[src/rtl/ip_pkt_pkg.sv]
// Shared constants and state encoding for the IPv4 transmit/receive paths.
package ip_pkt_pkg;

    localparam int ETH_HDR_SIZE_BYTES = 14;
    localparam int IP_HDR_SIZE_BYTES  = 20;
    localparam int MIN_FRAME_BYTES    = 60;
    localparam int CSUM_WORDS         = IP_HDR_SIZE_BYTES / 2;

    localparam logic [15:0] ETHERTYPE_IPV4 = 16'h0800;
    localparam logic [7:0]  IP_VER_IHL     = 8'h45;
    localparam logic [7:0]  IP_TTL         = 8'h40;
    localparam logic [7:0]  IP_PROTO       = 8'hFD;
    localparam logic [15:0] IP_FLAGS_DF    = 16'h4000;

    typedef enum logic [2:0] {
        IDLE,
        CSUM,
        SEND_ETH_HDR,
        SEND_IP_HDR,
        SEND_USER_DATA,
        SEND_PAD
    } tx_state_t;

    // Zero bytes needed to lift a short frame to the Ethernet minimum (FCS excluded).
    function automatic int pad_bytes(input int user_bytes);
        int p;
        p = MIN_FRAME_BYTES - ETH_HDR_SIZE_BYTES - IP_HDR_SIZE_BYTES - user_bytes;
        return (p > 0) ? p : 0;
    endfunction

endpackage

[src/rtl/counter_sync_reset.sv]
// Up-counter with synchronous clear and enable; clear wins over enable.
module counter_sync_reset #(
    parameter int WIDTH = 16
) (
    input  logic             ACLK,
    input  logic             ARESET,
    input  logic             clear,
    input  logic             en,
    output logic [WIDTH-1:0] count
);

    // NOTE: sequential state uses non-blocking assignments so every flop samples pre-edge values.
    always_ff @(posedge ACLK or negedge ARESET) begin
        if (!ARESET) begin
            count <= '0;
        end else if (clear) begin
            count <= '0;
        end else if (en) begin
            count <= count + WIDTH'(1);
        end
    end

endmodule

[src/rtl/ip_header_checksum.sv]
// IPv4 header checksum: sums ten header words after start, folds and complements on the last.
module ip_header_checksum
    import ip_pkt_pkg::*;
(
    input  logic        ACLK,
    input  logic        ARESET,
    input  logic        start,
    input  logic [15:0] word_in,
    output logic        done,
    output logic [15:0] checksum
);

    logic        active;
    logic [3:0]  idx;
    logic [19:0] acc;
    logic [19:0] sum;
    logic [16:0] fold1;
    logic [15:0] fold2;

    counter_sync_reset #(.WIDTH(4)) u_word_cnt (
        .ACLK   (ACLK),
        .ARESET (ARESET),
        .clear  (start || done),
        .en     (active),
        .count  (idx)
    );

    assign done  = active && (idx == 4'(CSUM_WORDS - 1));
    assign sum   = acc + {4'b0, word_in};
    // Two end-around folds absorb every carry a 20-bit sum of ten words can hold.
    assign fold1 = {1'b0, sum[15:0]} + {13'b0, sum[19:16]};
    assign fold2 = fold1[15:0] + {15'b0, fold1[16]};

    always_ff @(posedge ACLK or negedge ARESET) begin
        if (!ARESET) begin
            active   <= 1'b0;
            acc      <= '0;
            checksum <= '0;
        end else if (start) begin
            active <= 1'b1;
            acc    <= '0;
        end else if (active) begin
            acc <= sum;
            if (done) begin
                active   <= 1'b0;
                checksum <= ~fold2;
            end
        end
    end

endmodule

[src/rtl/ip_packet_tx.sv]
// Builds Ethernet II + IPv4 headers around one accelerator result and streams
// header, payload and zero padding to the MAC as 8-bit AXI-Stream (no FCS).
module ip_packet_tx
    import ip_pkt_pkg::*;
#(
    parameter int USER_DATA_BYTES = 1,
    parameter int COUNTER_WIDTH   = 16
) (
    input  logic                         ACLK,
    input  logic                         ARESET,
    input  logic [31:0]                  ACCELERATOR_IP_ADDRESS,
    input  logic [47:0]                  ACCELERATOR_MAC_ADDRESS,
    input  logic [USER_DATA_BYTES*8-1:0] DATA_FRAME,
    input  logic [31:0]                  DST_IP_ADDRESS,
    input  logic [47:0]                  DST_MAC_ADDRESS,
    input  logic                         FRAME_VALID,
    output logic                         FRAME_ACCEPT,
    output logic                         BUSY,
    output logic [7:0]                   MAC_DATA_IN,
    output logic                         MAC_DATA_VALID,
    input  logic                         MAC_DATA_READY,
    output logic                         MAC_DATA_LAST,
    output logic                         MAC_DATA_TUSER
);

    localparam int PAD_BYTES = pad_bytes(USER_DATA_BYTES);
    localparam logic [15:0] TOTAL_LEN = 16'(IP_HDR_SIZE_BYTES + USER_DATA_BYTES);
    localparam logic [COUNTER_WIDTH-1:0] ETH_LAST  = COUNTER_WIDTH'(ETH_HDR_SIZE_BYTES - 1);
    localparam logic [COUNTER_WIDTH-1:0] IP_LAST   = COUNTER_WIDTH'(IP_HDR_SIZE_BYTES - 1);
    localparam logic [COUNTER_WIDTH-1:0] USER_LAST = COUNTER_WIDTH'(USER_DATA_BYTES - 1);
    localparam logic [COUNTER_WIDTH-1:0] PAD_LAST  = COUNTER_WIDTH'((PAD_BYTES > 0) ? PAD_BYTES - 1 : 0);

    tx_state_t                    state_q, state_d;
    logic [USER_DATA_BYTES*8-1:0] data_r;
    logic [31:0]                  src_ip_r, dst_ip_r;
    logic [47:0]                  src_mac_r, dst_mac_r;
    logic [15:0]                  ident_q;
    logic [COUNTER_WIDTH-1:0]     byte_cnt;
    logic [COUNTER_WIDTH+2:0]     byte_shift;
    logic                         last_byte, xfer, csum_done, cnt_clear;
    logic [15:0]                  csum, csum_word;
    logic [111:0]                 eth_vec;
    logic [159:0]                 ip_base, ip_vec;

    assign FRAME_ACCEPT   = (state_q == IDLE) && FRAME_VALID;
    assign BUSY           = (state_q != IDLE);
    assign MAC_DATA_TUSER = 1'b0;
    assign xfer           = MAC_DATA_VALID && MAC_DATA_READY;

    // Header images with wire byte 0 in the low bits, so byte n is a right shift by 8n.
    assign eth_vec = {ETHERTYPE_IPV4[7:0], ETHERTYPE_IPV4[15:8], src_mac_r, dst_mac_r};
    assign ip_base = {dst_ip_r, src_ip_r, 16'h0000, IP_PROTO, IP_TTL,
                      IP_FLAGS_DF[7:0], IP_FLAGS_DF[15:8], ident_q[7:0], ident_q[15:8],
                      TOTAL_LEN[7:0], TOTAL_LEN[15:8], 8'h00, IP_VER_IHL};
    assign ip_vec  = ip_base | {64'd0, csum[7:0], csum[15:8], 80'd0};

    assign byte_shift = {byte_cnt, 3'b000};
    assign csum_word  = {8'(ip_base >> {byte_cnt, 4'b0000}), 8'(ip_base >> {byte_cnt, 4'b1000})};

    ip_header_checksum u_csum (
        .ACLK     (ACLK),
        .ARESET   (ARESET),
        .start    (FRAME_ACCEPT),
        .word_in  (csum_word),
        .done     (csum_done),
        .checksum (csum)
    );

    // The counter ticks every CSUM cycle and per transferred byte in the SEND states.
    assign cnt_clear = (state_q == IDLE) || ((state_q == CSUM) && csum_done) || (xfer && last_byte);

    counter_sync_reset #(.WIDTH(COUNTER_WIDTH)) u_byte_cnt (
        .ACLK   (ACLK),
        .ARESET (ARESET),
        .clear  (cnt_clear),
        .en     ((state_q == CSUM) || xfer),
        .count  (byte_cnt)
    );

    // NOTE: capture registers are reset too, so outputs never carry X after reset.
    always_ff @(posedge ACLK or negedge ARESET) begin
        if (!ARESET) begin
            state_q   <= IDLE;
            ident_q   <= '0;
            data_r    <= '0;
            src_ip_r  <= '0;
            dst_ip_r  <= '0;
            src_mac_r <= '0;
            dst_mac_r <= '0;
        end else begin
            state_q <= state_d;
            if (FRAME_ACCEPT) begin
                data_r    <= DATA_FRAME;
                src_ip_r  <= ACCELERATOR_IP_ADDRESS;
                dst_ip_r  <= DST_IP_ADDRESS;
                src_mac_r <= ACCELERATOR_MAC_ADDRESS;
                dst_mac_r <= DST_MAC_ADDRESS;
            end
            if (xfer && MAC_DATA_LAST) begin
                ident_q <= ident_q + 16'd1;
            end
        end
    end

    // NOTE: every output of this block is defaulted first, which rules out inferred latches.
    always_comb begin
        state_d        = state_q;
        MAC_DATA_VALID = 1'b0;
        MAC_DATA_IN    = 8'h00;
        MAC_DATA_LAST  = 1'b0;
        last_byte      = 1'b0;
        case (state_q)
            IDLE: if (FRAME_VALID) state_d = CSUM;
            CSUM: if (csum_done) state_d = SEND_ETH_HDR;
            SEND_ETH_HDR: begin
                MAC_DATA_VALID = 1'b1;
                MAC_DATA_IN    = 8'(eth_vec >> byte_shift);
                last_byte      = (byte_cnt == ETH_LAST);
                if (MAC_DATA_READY && last_byte) state_d = SEND_IP_HDR;
            end
            SEND_IP_HDR: begin
                MAC_DATA_VALID = 1'b1;
                MAC_DATA_IN    = 8'(ip_vec >> byte_shift);
                last_byte      = (byte_cnt == IP_LAST);
                if (MAC_DATA_READY && last_byte) state_d = SEND_USER_DATA;
            end
            SEND_USER_DATA: begin
                MAC_DATA_VALID = 1'b1;
                MAC_DATA_IN    = 8'(data_r >> byte_shift);
                last_byte      = (byte_cnt == USER_LAST);
                MAC_DATA_LAST  = last_byte && (PAD_BYTES == 0);
                if (MAC_DATA_READY && last_byte) state_d = (PAD_BYTES > 0) ? SEND_PAD : IDLE;
            end
            SEND_PAD: begin
                MAC_DATA_VALID = 1'b1;
                last_byte      = (byte_cnt == PAD_LAST);
                MAC_DATA_LAST  = last_byte;
                if (MAC_DATA_READY && last_byte) state_d = IDLE;
            end
            default: state_d = IDLE;
        endcase
    end

endmodule
[config.mk]
export PLATFORM = sky130hd
export DESIGN_NAME = ip_packet_tx
export DESIGN_NICKNAME = d
export VERILOG_FILES = /design/src/rtl/ip_pkt_pkg.sv /design/src/rtl/counter_sync_reset.sv /design/src/rtl/ip_header_checksum.sv /design/src/rtl/ip_packet_tx.sv
export SDC_FILE = /design/constraint.sdc
export NUM_CORES = 1
export LEC_CHECK = 0
export ABC_AREA = 1
export CORE_AREA = 2 2 162 164
export DETAILED_ROUTE_END_ITERATION = 10
export DIE_AREA = 0 0 164 166
export PLACE_DENSITY = 0.8
export SLEW_MARGIN = 20
export SYNTH_ARGS = -nofsm -noshare
export SYNTH_HDL_FRONTEND = slang
export SYNTH_SLANG_ARGS = --single-unit
export TNS_END_PERCENT = 10
[constraint.sdc]
create_clock -name ACLK -period 7.7 [get_ports ACLK]
set_input_delay 0.77 -clock ACLK [delete_from_list [all_inputs] [get_ports ACLK]]
set_output_delay 0.77 -clock ACLK [all_outputs]
set_load 0.05 [all_outputs]
# Yosys cells after proc, flatten, opt, wreduce, memory -nomap -nowiden
# Cells that the tools add are included.
# classes
addsub,6
mul,0
div_mod_pow,0
magnitude_cmp,0
n_eq_ne,15
shift,5
mux,20
bitwise,3
n_reduce_logical,23
# op_table
cell,count
$shr 160x20->8,2
$or 160x96->160,1
$shr 160x19->8,1
$shr 100x19->8,1
$mux 20,2
$add 16x1->16 const B,2
$eq 16x5->1 const B,2
$mux 16,2
$pmux 8 s3,1
$add 20x16->20,1
$shr 8x19->8,1
$mux 3,6
$pmux 3 s6,1
$add 16x4->17,1
$add 16x1->16,1
$eq 16x4->1 const B,1
$logic_not 16->1,1
$not 16->16,1
$ne 2x2->1 const B,6
$logic_and 1x1->1,10
$mux 4,2
$eq 3x2->1 const B,2
$eq 3x3->1 const B,2
$reduce_and 6->1,1
other kinds (12),21
# totals
regBits,244
latchBits,0
ramBits,0
romBits,0
input_bits,172
word_cells,84
mem_count,0

# Depth between registers and ports, before layout
# logic_depth
ltp_word,7
ltp_mapped,43
depth_no_buf,42

# Modules after synthesis
# A second synthesis with hierarchy kept.
# unflattened
hier_cells,2205
hier_area_um2,15240.9
# by_module_without_submodules
mod,instances,cells_per_inst,area_each_um2,seq_area_each_um2
ip_packet_tx,1,1566,10787.8,4679.5
ip_header_checksum,1,486,3328.2,925.9
counter_sync_reset (u_byte_cnt),1,129,923.4,400.4
counter_sync_reset (u_csum.u_word_cnt),1,24,201.4,100.1

# Least setup slack after synthesis
# OpenSTA, ideal clock, no wires.
# synth_path
kind,register to register
from,reg u_byte_cnt.count[9]
to,reg u_csum.checksum[12]
arrival_time_ns,5.523
required_ns,7.583
path_slack_ns,2.059
path_stages_with_launch,38
period_less_slack_ns,5.641
cell_sequence,dfrtp_1 nor2_1 nand2_1 inv_2 nand2_1 nor3_1 inv_1 nor2_1 inv_1 clkbuf_1 o21ai_0 nand3_1 a21oi_1 ha_1 nand3_1 nand3_2 nand2_1 nand2_1 [2 not listed] a21boi_0 o21ai_0 xor2_1 fa_1 nand3_2 o21ai_2 buf_4 nand3_1 nor3_1 ha_1 ha_1 nand3_1 nor2_1 nand3_2 nor2_4 nand3_1 nand3_1 nand2_1
# synth_via
elab_chain_cells,5
elab_cells_between_ends,6
# synth_rtl
element,line_no,text
"start, declared",counter_sync_reset.sv:9,output logic [WIDTH-1:0] count
"start signal, assigned",counter_sync_reset.sv:19,count <= count + WIDTH'(1);
$shr 160x20->8,ip_packet_tx.sv:58,"assign csum_word = {8'(ip_base >> {byte_cnt, 4'b0000}), 8'(ip_base >> {byte_cnt, 4'b1000})};"
$add 20x16->20 (*),ip_header_checksum.sv:29,"assign sum = acc + {4'b0, word_in};"
$add 16x4->17 (*),ip_header_checksum.sv:31,"assign fold1 = {1'b0, sum[15:0]} + {13'b0, sum[19:16]};"
$add 16x1->16 (*),ip_header_checksum.sv:32,"assign fold2 = fold1[15:0] + {15'b0, fold1[16]};"
$not 16->16 (*),ip_header_checksum.sv:46,checksum <= ~fold2;
"end signal, assigned",ip_header_checksum.sv:46,
"end, declared",ip_header_checksum.sv:10,output logic [15:0] checksum
# Mark *: on every way between the ends. The rest lies on a longest branch, timed or not.
# A chain may end at the register's enable or synchronous reset.

# Worst setup path in the final report
# layout_path
from,reg u_byte_cnt.count[10]
to,reg u_csum.checksum[10]
# Same word-level chain as after synthesis.

==> qor.yml <==
synthesis:
  yosysUniqueCellTypes: 61
  postSynthCellCount: 1904
  ys.flop_type: "dfrtp_1"
  ys_ff_latch: 244
  synth_edf_count: 0
  yosysWarnings: 0
  netlist_area_mm2: 0.0142
  syn_nets: 2105
  async_reset_ff_frac: 1.00
  avgSynthCellArea_um2: 7.43
  synth.yosys.seq_area_share: 0.431
worst_setup_path:
  cp_max_fo: 12
  path_depth: 37
  max_stage_delay_ns: 0.41
  worst_path_max_delay_cell: "dfrtp_1"
  r2r-start: "u_byte_cnt.count[10]$_DFFE_PN0P_"
  crit_path_frequent_cell: "nand2_1"
  ff2ff_setup_slack_ns: 0.98
  end_kind: "register"
  critPathBufInv: 5
  cp_top_family: "simple AND/OR/NAND/NOR gates"
  cp-start-kind: "register"
  critical_path_class: "register to register"
  reg2reg_to: "u_csum.checksum[10]$_DFFE_PN0P_"
  reg2reg_depth: 37
  worstPathRequired_ns: 8.17
  critPathArrivalTime_ns: 7.19
die:
  initial_core_util: 0.552
  die_w_um: 164
  core-area_mm2: 0.0256
  die-height_um: 166
  num_rows: 59
  io_pins: 185
  dieArea_mm2: 0.0272
global_route:
  antenna_found_initial: 0
  overflow: 0
  track_usage: 0.342
  grt_max_degree: 246
  grt_pass1_wl_mm: 72.6
  grt_pass1_vias: 13654
routing:
  routed_wl_mm: 46.6
  drc: 0
  drt_iter0_markers: 1650
  wl_per_cell_um: 19.4
  vias: 14093
  viasPerCell: 5.86
  dr.pass1.iters: 6
  drtAntennaViolNets: 0
cells_and_area:
  syn_to_final_growth_pct: 21.1
  fin_cells: 2405
  ff_latch_area_mm2: 0.00611
  nets: 2251
  nFillCells: 2222
  drive_gt1_frac: 0.0628
  insertedDiodeCount: 0
  multiInputGateArea_mm2: 0.00673
sta:
  slew_violations: 0
  tightest_slew_ns: 1.04
  period_needed_ns: 6.72
  fin_setup_tns_ns: 0
  slew_headroom: 0.306
  fin_crit_sh: 0.872
  fin_worst_skew_ns: 0.00806
  final_hold_viol_count: 0
  max_freq_mhz: 149
  setup_viol: 0
  rsz0062_at_grt: "false"
clock_network:
  cts_buffer_depth: 3
  ctsResizeCount: 0
  clkSinkCount: 244
  cts_made_buffers: 27
  cts_hold_buf: 0
  htreeDepth: 1
  post_cts_buffers: 0
  path_clk_slew_ns: 0.06
  clk_latency_ns: 0.54
  clockRootBuffer: "clkbuf_16"
  cts_tree: "yes"
power:
  netSwitchingFraction: 0.508
  p_per_area_mw_per_mm2: 480
  seqPwrFrac: 0.258
  combPwrFrac: 0.588
  static-leakage-power_nw: 7.92
  internal-power_mw: 4.05
  clkPwrFrac: 0.154
  ir_drop_mv: 0.266
  switchingPower_mw: 4.17
run:
  drv_cap: 0
outcome:
  status: "finished, final reports clean"
placement:
  numPortBuffers: 183
  post-place-cells: 2355
  gp_congestion: 0.988
  dp_hpwl_mm: 34.2
hold_path:
  min_path_type: "primary input to asynchronous set/reset pin"
final cells by class:
type / instances / area share
clock buffers: 42 / 0.0445
repair buffers: 206 / 0.120
well taps: 335 / 0.0245
flip-flops and latches: 244 / 0.356
inverters: 257 / 0.0567
multi-input cells: 1314 / 0.393
clock inverters: 7 / 0.00519
worst max path at each step:
stage,from,end,slack (ns)
3_3_place_gp,u_byte_cnt.count[9]$_DFFE_PN0P_,u_csum.checksum[10]$_DFFE_PN0P_,1.41
2_1_floorplan,u_byte_cnt.count[9]$_DFFE_PN0P_,u_csum.checksum[12]$_DFFE_PN0P_,2.06
4_1_cts,u_byte_cnt.count[10]$_DFFE_PN0P_,u_csum.checksum[11]$_DFFE_PN0P_,1.13
6_report,u_byte_cnt.count[10]$_DFFE_PN0P_,u_csum.checksum[10]$_DFFE_PN0P_,0.98
5_1_grt,u_byte_cnt.count[10]$_DFFE_PN0P_,u_csum.checksum[10]$_DFFE_PN0P_,0.33
3_5_place_dp,u_byte_cnt.count[10]$_DFFE_PN0P_,u_csum.checksum[15]$_DFFE_PN0P_,1.18
power by group through the flow:
| stage | clock, mW | sequential, mW | combinational, mW |
|---|---|---|---|
| 5_1_grt | 1.33 | 2.17 | 5.25 |
| 3_3_place_gp | 0 | 2.11 | 4.63 |
| 4_1_cts | 1.28 | 2.11 | 4.72 |
| 3_5_place_dp | 0 | 2.12 | 4.69 |
| 6_report | 1.27 | 2.12 | 4.83 |
| 2_1_floorplan | 0 | 2.02 | 3.24 |
state kept, by name, indices dropped and copies added (netlist names), 4 cells and up:
register and count:
u_csum.checksum 16, src_mac_r 48, u_csum.acc 20, u_byte_cnt.count 16, src_ip_r 32, ident_q 16, data_r 8, dst_ip_r 32
u_csum.u_word_cnt.count 4, dst_mac_r 48
cells by family after synthesis:
group | count (synthesis) | share of synthesized area
DFF | 244 | 0.431
buffers and inverters | 346 | 0.0934
AOI/OAI and AO/OA | 431 | 0.178
adders and majority gates | 29 | 0.0267
and+or+nand+nor | 817 | 0.248
other | 1 | 0.000265
xor gates and xnor gates | 36 | 0.0228
placed cells by master (no fill, tap or decap), types with 3 or more instances in the layout:
master / instances
a221oi_1: 12
clkbuf_1: 12
clkdlybuf4s50_1: 182
nand3_1: 91
o211ai_1: 17
o41ai_1: 4
a211oi_1: 6
clkinv_2: 4
nor3_1: 19
a31oi_1: 8
o2111ai_1: 6
nor3_2: 5
a22oi_1: 5
a21oi_1: 68
o22ai_1: 43
dfrtp_1: 244
xor2_1: 27
clkinv_1: 3
nand3_2: 8
a32o_1: 6
nand2_2: 18
xnor2_1: 8
nor4_1: 7
o21ai_0: 226
nor2_1: 108
inv_2: 11
nand2_1: 517
o221ai_1: 11
nand4_1: 20
clkbuf_8: 3
nor2_2: 10
buf_4: 20
a41oi_1: 3
ha_1: 27
nor2_4: 3
inv_1: 242
clkbuf_16: 27
metal layers:
layer,track usage,share of wire
met1,0.464,0.40
met2,0.544,0.46
met3,0.0507,0.085
met4,0.151,0.052
met5,0,0
stage by stage:
step	cell area [µm²]	utilization	setup slack, ns	hold slack, ns	total power [mW]
after floorplan	14200	-	2.06	0.444	5.26
after global placement	16300	0.635	1.41	0.463	6.75
after detailed placement	16300	0.635	1.18	0.466	6.81
after CTS	17100	0.668	1.13	0.161	8.11
after global routing	17100	0.669	0.330	0.175	8.74
final	17100	0.669	0.983	0.139	8.22
cells in the mapped netlist, drive strengths merged (8+ instances only):
master,number,area [µm²]
nor4,8,56.3
xnor2,9,86.3
o21ai,228,1140
a221oi,12,105
o22ai,43,269
buf,12,67.6
nor3,25,161
nand2,536,2060
ha,27,338
dfrtp,244,6110
o221ai,11,96.3
inv,253,950
a21oi,69,349
a31oi,8,50.1
nor2,121,499
clkbuf,77,289
nand4,21,138
xor2,27,236
o211ai,17,128
nand3,100,553
Power figures use the tool's default switching activity.
